[src/rtl/irq_arbiter.sv]
// Round-robin interrupt arbiter: latches edge-triggered requests and their data words,
// then presents one unmasked pending source at a time to the processor.
//
// state   | meaning
// IDLE    | no interrupt in flight; grant the next unmasked pending source
// ASSERT  | irq held high with stable id/data until the processor acknowledges
// SERVICE | processor is in its ISR; wait for irq_done
module irq_arbiter #(
  parameter int                 NUM_SRC  = 2,
  parameter int                 DATA_W   = 32,
  parameter logic [NUM_SRC-1:0] MASK_RST = 2'b11
) (
  input  logic                        clk,
  input  logic                        rst_n,
  input  logic [NUM_SRC-1:0]          src_req,
  input  logic [NUM_SRC*DATA_W-1:0]   src_data,
  input  logic                        mask_we,
  input  logic [NUM_SRC-1:0]          mask_wdata,
  output logic                        irq,
  output logic [$clog2(NUM_SRC)-1:0]  irq_id,
  output logic [DATA_W-1:0]           irq_data,
  input  logic                        irq_ack,
  input  logic                        irq_done,
  output logic [NUM_SRC-1:0]          pending,
  output logic [NUM_SRC-1:0]          overflow,
  input  logic                        ovf_clr
);

  localparam int ID_W = $clog2(NUM_SRC);

  localparam logic [1:0] IDLE    = 2'd0;
  localparam logic [1:0] ASSERT  = 2'd1;
  localparam logic [1:0] SERVICE = 2'd2;

  logic [1:0]         state;
  logic [NUM_SRC-1:0] src_req_q;
  logic [NUM_SRC-1:0] mask;
  logic [ID_W-1:0]    last_grant;
  logic [DATA_W-1:0]  data_q [NUM_SRC];

  logic [NUM_SRC-1:0] rise;
  logic [NUM_SRC-1:0] req;
  logic [NUM_SRC-1:0] ack_clr;
  logic [ID_W-1:0]    winner;
  logic [ID_W-1:0]    scan_idx;
  logic               found;

  assign rise = src_req & ~src_req_q;
  assign req  = pending & mask;

  always_comb begin
    ack_clr = '0;
    if (state == ASSERT && irq_ack) ack_clr[irq_id] = 1'b1;
  end

  // Scan starts one past the last granted source so every source gets a turn.
  always_comb begin
    winner   = '0;
    found    = 1'b0;
    scan_idx = '0;
    for (int k = 1; k <= NUM_SRC; k++) begin
      scan_idx = ID_W'((int'(last_grant) + k) % NUM_SRC);
      if (!found && req[scan_idx]) begin
        found  = 1'b1;
        winner = scan_idx;
      end
    end
  end

  always_ff @(posedge clk or negedge rst_n) begin
    if (!rst_n) begin
      state      <= IDLE;
      src_req_q  <= '0;
      mask       <= MASK_RST;
      last_grant <= ID_W'(NUM_SRC - 1);
      pending    <= '0;
      overflow   <= '0;
      irq        <= 1'b0;
      irq_id     <= '0;
      irq_data   <= '0;
      for (int i = 0; i < NUM_SRC; i++) data_q[i] <= '0;
    end else begin
      src_req_q <= src_req;
      if (mask_we) mask <= mask_wdata;
      pending  <= (pending & ~ack_clr) | rise;
      // A rise coinciding with the ack that clears its pending bit is a fresh request.
      overflow <= (overflow & ~{NUM_SRC{ovf_clr}}) | (rise & pending & ~ack_clr);
      for (int i = 0; i < NUM_SRC; i++) begin
        if (rise[i] && (!pending[i] || ack_clr[i]))
          data_q[i] <= src_data[i*DATA_W +: DATA_W];
      end
      case (state)
        IDLE: begin
          if (found) begin
            irq      <= 1'b1;
            irq_id   <= winner;
            irq_data <= data_q[winner];
            state    <= ASSERT;
          end
        end
        ASSERT: begin
          if (irq_ack) begin
            irq        <= 1'b0;
            last_grant <= irq_id;
            state      <= SERVICE;
          end
        end
        SERVICE: begin
          if (irq_done) state <= IDLE;
        end
        default: state <= IDLE;
      endcase
    end
  end

endmodule
[config.mk]
export PLATFORM = sky130hd
export DESIGN_NAME = irq_arbiter
export DESIGN_NICKNAME = d
export VERILOG_FILES = /design/src/rtl/irq_arbiter.sv
export SDC_FILE = /design/constraint.sdc
export NUM_CORES = 1
export LEC_CHECK = 0
export CAP_MARGIN = 20
export CORE_MARGIN = 2
export CORE_UTILIZATION = 49
export CTS_CLUSTER_DIAMETER = 120
export CTS_CLUSTER_SIZE = 8
export DETAILED_ROUTE_END_ITERATION = 7
export PLACE_DENSITY = 0.79
export SLEW_MARGIN = 0
export SYNTH_ARGS = -nofsm -noshare
export SYNTH_HDL_FRONTEND = slang
export SYNTH_SLANG_ARGS = --single-unit
[constraint.sdc]
create_clock -name clk -period 2.3 [get_ports clk]
set_clock_uncertainty 0.2 [all_clocks]
set_input_delay 0.69 -clock clk [delete_from_list [all_inputs] [get_ports clk]]
set_output_delay 0.69 -clock clk [all_outputs]
set_load 0.05 [all_outputs]
Word level (Yosys, flattened, before mapping). Index checks and enable logic that the tools add are counted.

Multipliers: 0. Divide/modulo/power cells: 0. Reduce and logical (&&, ||, !) cells: 16. Mux-type cells: 21. Add/subtract/negate cells: 2. Order comparisons: 5. Bitwise logic cells: 12. Shifts and indexed selects: 0. Equal/unequal tests: 5.

Operators with widths (count): 32-bit two-way mux (3); 2-bit AND (6); 1-bit two-way mux (11); 2-bit two-way mux (4); 1-bit by 2-bit < comparator with 1-bit output (second input constant) (3); 2-bit inequality test (second input constant) (3); 2-bit NOT (3); 2-bit case mux with 3 select lines (1); 3-bit AND reduction (2); 1-bit logical AND (5); 2-bit OR (2); 2-bit AND reduction (2); 1-bit zero test (3); 1-bit adder (second input constant) (2); 2-bit by 1-bit equality test with 1-bit output (second input constant) (1); 2-bit equality test (second input constant) (1); 2-bit greater-or-equal comparator (second input constant) (1); 2-bit zero test (1); 1-bit logical OR (2); 1-bit NOT with 2-bit output (1); 1-bit case mux with 2 select lines (1); 2-bit nonzero test (1); 1-bit demux with 1-bit select (1); 1-bit greater-or-equal comparator (second input constant) (1).

Bits in writable memories: 0. Flip-flop bits (word level): 109. Input port bits: 74. Latch bits: 0. Logic and storage cells: 72. Output and inout port bits: 38. Memories: 0. Memory bits (read-only): 0.

Depth between registers and ports, before layout.
Depth in word-level cells: 11. Depth in mapped cells: 7. Mapped depth without buffers: 3.

Worst setup path after synthesis. Ideal clock, no wire load.

Path type: register to register. From: register irq_id. To: register data_q[10] (netlist name). Period minus slack after synthesis: 1977 ps. Library setup time: 125 ps. Data required time: 1975 ps. Data arrival time: 1652 ps. Setup slack: 323 ps. Path buffers: 1. Cell stages (with the launch flop): 5. Cells stage by stage: dfrtp_1 > nand4b_1 > a21oi_4 > buf_6 > mux2_2.

Cells in the longest elaborated chain, start to end: 7. Elaborated cells between the ends (all ways): 8. Those cells by class: order compare (2); mux (3); reduce/logical (3).

Ends and longest elaborated chain: start, declared (RTL line 20) `output logic [$clog2(NUM_SRC)-1:0] irq_id,`; start signal, assigned (RTL line 96) `irq_id <= winner;`; 1-bit by 2-bit < comparator with 1-bit output (implied by the code) or 1-bit greater-or-equal comparator (tied branches) (RTL line 53) `if (state == ASSERT && irq_ack) ack_clr[irq_id] = 1'b1;`; 1-bit logical AND (implied by the code) (RTL line 53); 1-bit two-way mux (implied by the code) (RTL line 53); 1-bit demux with 1-bit select * (RTL line 53); 2-bit two-way mux * (RTL line 53); 1-bit logical OR * (RTL line 89) `if (rise[i] && (!pending[i] || ack_clr[i]))`; 1-bit logical AND * (RTL line 89); end signal, assigned by index (RTL line 90) `data_q[i] <= src_data[i*DATA_W +: DATA_W];`; end, declared (RTL line 39) `logic [DATA_W-1:0] data_q [NUM_SRC];`.

Mark *: on every way between the ends. The rest lies on a longest branch, timed or not. A chain may end at the register's enable or synchronous reset.

Worst setup path after layout.
From: input irq_ack. To: register data_q[17] (netlist name).

Cells in the longest elaborated chain, start to end: 4.

Ends and longest elaborated chain: start, declared (RTL line 22) `input logic irq_ack,`; 1-bit logical AND (RTL line 53); 2-bit two-way mux (RTL line 53); 1-bit logical OR (RTL line 89); 1-bit logical AND (RTL line 89).

Every way passes these cells.

==> metrics <==
Filler cells 716; status completed; HP Class reg -> reg; post-route ant nets 0; clk sink count 109; DP Area 5768 sq um; vias in the first global route 3760; HPWL Detailed 7782 um; final setup fails 0; Critical Path End Type register; Layout area overhead 30.11%; CP delay by family, top buffers and inverters; non-filler cells, final 593; syn nets 444; initial core utilization 50.24%; Antenna diodes 0; Required @ worst endpoint 2.35 ns; Slew Limit Headroom 68.68%; Yosys warning count 0; Pwr Density 1517 nW/um^2; Setup Buffers After CTS 0; sequential area share after synthesis 59.11%; row count 35; GRT Overall Usage 24.66%; Synth Cell Area 4621 sq um; layout cell share with drive strength beyond 1 30.50%; IO buf count 111; Die Area 10220 sq um; final wirelength 12080 um; DIE HEIGHT 101.1 um; RSZ-0062 raised after global routing false; Final Cycle Share 96.81%; unique cell type count in the Yosys netlist 26; initial antenna violation count 0; Clock Path Buffers 2; placed cells 576; Top Usage Layer GRT met2; I/O pin cnt 112; CP Max Fanout 32; Core Box Area 9196 sq um; DR vias 3580; hold_buf cts 1; H-tree depth 3; Arr. time, crit path 2.27 ns; Max stage delay cell, worst path clkdlybuf4s50_1; first-pass GRT wire length 19320 um; CTS tree yes; Final Max Slew Viols 0; met1 usage 32.21%; DR DRC count 0; drt initial violations 189; WHS 0.2736 ns; Tmin final 2.227 ns; CP Buf/Inv Count 2; critical path class in -> reg; Final Hold Vio Count 0; Synth Register Bits 109; Synth Instances 370; WL/cell 20.37 um; met2 Usage GRT 41.21%; die width 101.1 um; final core occ 65.37%; placer's final routability congestion estimate 0.8169; CTS clock-pin slew for the worst setup and hold paths 0.10 ns; CTS Buf Count 9; syn avg cell area 12.49 sq um; Max Cap Viol 0; Leakage Power 2.488 nW; clk_lat worst skew 0.37 ns; Via density 6.037; Peak VDD IR 848.4 uV; first drt pass iteration count 4; CP startpoint kind input port; Critical Path, Cell by Cell clkdlybuf4s50_1 > nand4b_1 > a21oi_4 > buf_12 > mux2_2; Least-Margin Pin Slew 0.4698 ns; Max Clock Freq 449.1 MHz; met3 usage 5.825%; post-CTS sizing 0; clock root cell clkbuf_8; nets 551; final instance area 6012 sq um; global route overflow 0; largest net degree at the start of global routing 53; largest stage delay on the critical path 0.52 ns
logic make-up after synthesis:
group	after synthesis	share of synthesized area, %
flops	109	59.11
simple gates	56	6.932
buf+inv	36	4.766
mux	66	16.08
compound gates	103	13.11
stage by stage:
stage | power (W) | setup TNS (ns) | setup WS, ns
global placement | 0.007628 | -14.70 | -0.2478
floorplan | 0.006427 | 0 | 0.3227
global route | 0.009631 | 0 | 0.05869
CTS | 0.009141 | 0 | 0.09463
detailed placement | 0.007821 | -16.87 | -0.2870
finish | 0.009119 | 0 | 0.07331
sequential cells by signal (all words and copies together) (netlist names), 2 cells and up:
signal and count:
pending 2, state 2, src_req_q 2, data_q 64
irq_data 32, overflow 2, mask 2
where the power goes:
part / switching (W) / internal, W
sequential: 0.000598 / 0.00287
clock: 0.000642 / 0.000675
combinational: 0.00266 / 0.00167
total: 0.00390 / 0.00522
tightest hold or removal path, cell delays in order (launching register included):
cell and delay, ns:
dfstp_2 0.39, nand2_1 0.05, nand2_1 0.05
final cells by class:
type / count / area, sq um / area share [%]
multi-input cells: 225 / 1679 / 27.93
repair buffers: 130 / 1221 / 20.31
flip-flops and latches: 109 / 2731 / 45.43
clock inverters: 5 / 82.58 / 1.374
clock buffers: 11 / 151.4 / 2.518
inverters: 2 / 7.507 / 0.1249
well taps: 111 / 138.9 / 2.310
layout by cell type, fill, tap and decap left out, drive strengths merged:
cell type / synthesis / routed
nand4bb: 1 / 1
a21oi: 34 / 34
clkdlybuf4s50: 0 / 72
nor2: 3 / 3
o22ai: 2 / 2
a31oi: 32 / 32
clkbuf: 21 / 11
and3: 1 / 1
dfstp: 3 / 3
dlygate4sd3: 0 / 1
nand4: 32 / 32
o21ai: 33 / 33
nand4b: 1 / 1
clkinv: 0 / 3
a22o: 2 / 2
buf: 13 / 57
inv: 2 / 2
nand2: 12 / 12
nand3: 1 / 1
nand3b: 1 / 1
dfrtp: 106 / 106
bufinv: 0 / 2
mux2: 66 / 66
nand2b: 3 / 3
and2: 1 / 1
path summary, 6_finish.rpt:
check / cells past startpoint / end / slack [ns] / startpoint
max in group asynchronous: 3 / irq_data[26] / 0.73 / rst_n
worst min register to register: 2 / last_grant / 0.27 / last_grant
min in group asynchronous: 2 / overflow[1] / 0.56 / rst_n
worst max-delay path: 5 / data_q[17] / 0.07 / irq_ack
worst max register to register: 5 / irq_data[12] / 0.28 / mask[1]
worst min-delay path: 2 / last_grant / 0.27 / last_grant
metal layers:
metal / vias to the layer above / routed length (um)
li1: 1586 / -
met1: 1829 / 5026
met2: 153 / 6044
met3: 12 / 833
met4: 0 / 172
met5: - / 0
cells in the mapped netlist, drive strengths merged:
cell type	instances	area (sq um)
nand4bb	1	11.26
o21ai	33	165.2
clkbuf	21	78.83
dfstp	3	78.83
o22ai	2	12.51
dfrtp	106	2653
buf	13	133.9
nand4	32	200.2
inv	2	7.510
a22o	2	17.52
a21oi	34	185.2
a31oi	32	225.2
nand2b	3	18.77
nand2	12	45.04
nor2	3	11.26
nand3b	1	7.510
mux2	66	743.2
and3	1	6.260
and2	1	6.260
nand4b	1	8.760
nand3	1	5.000
Power figures use the tool's default switching activity.
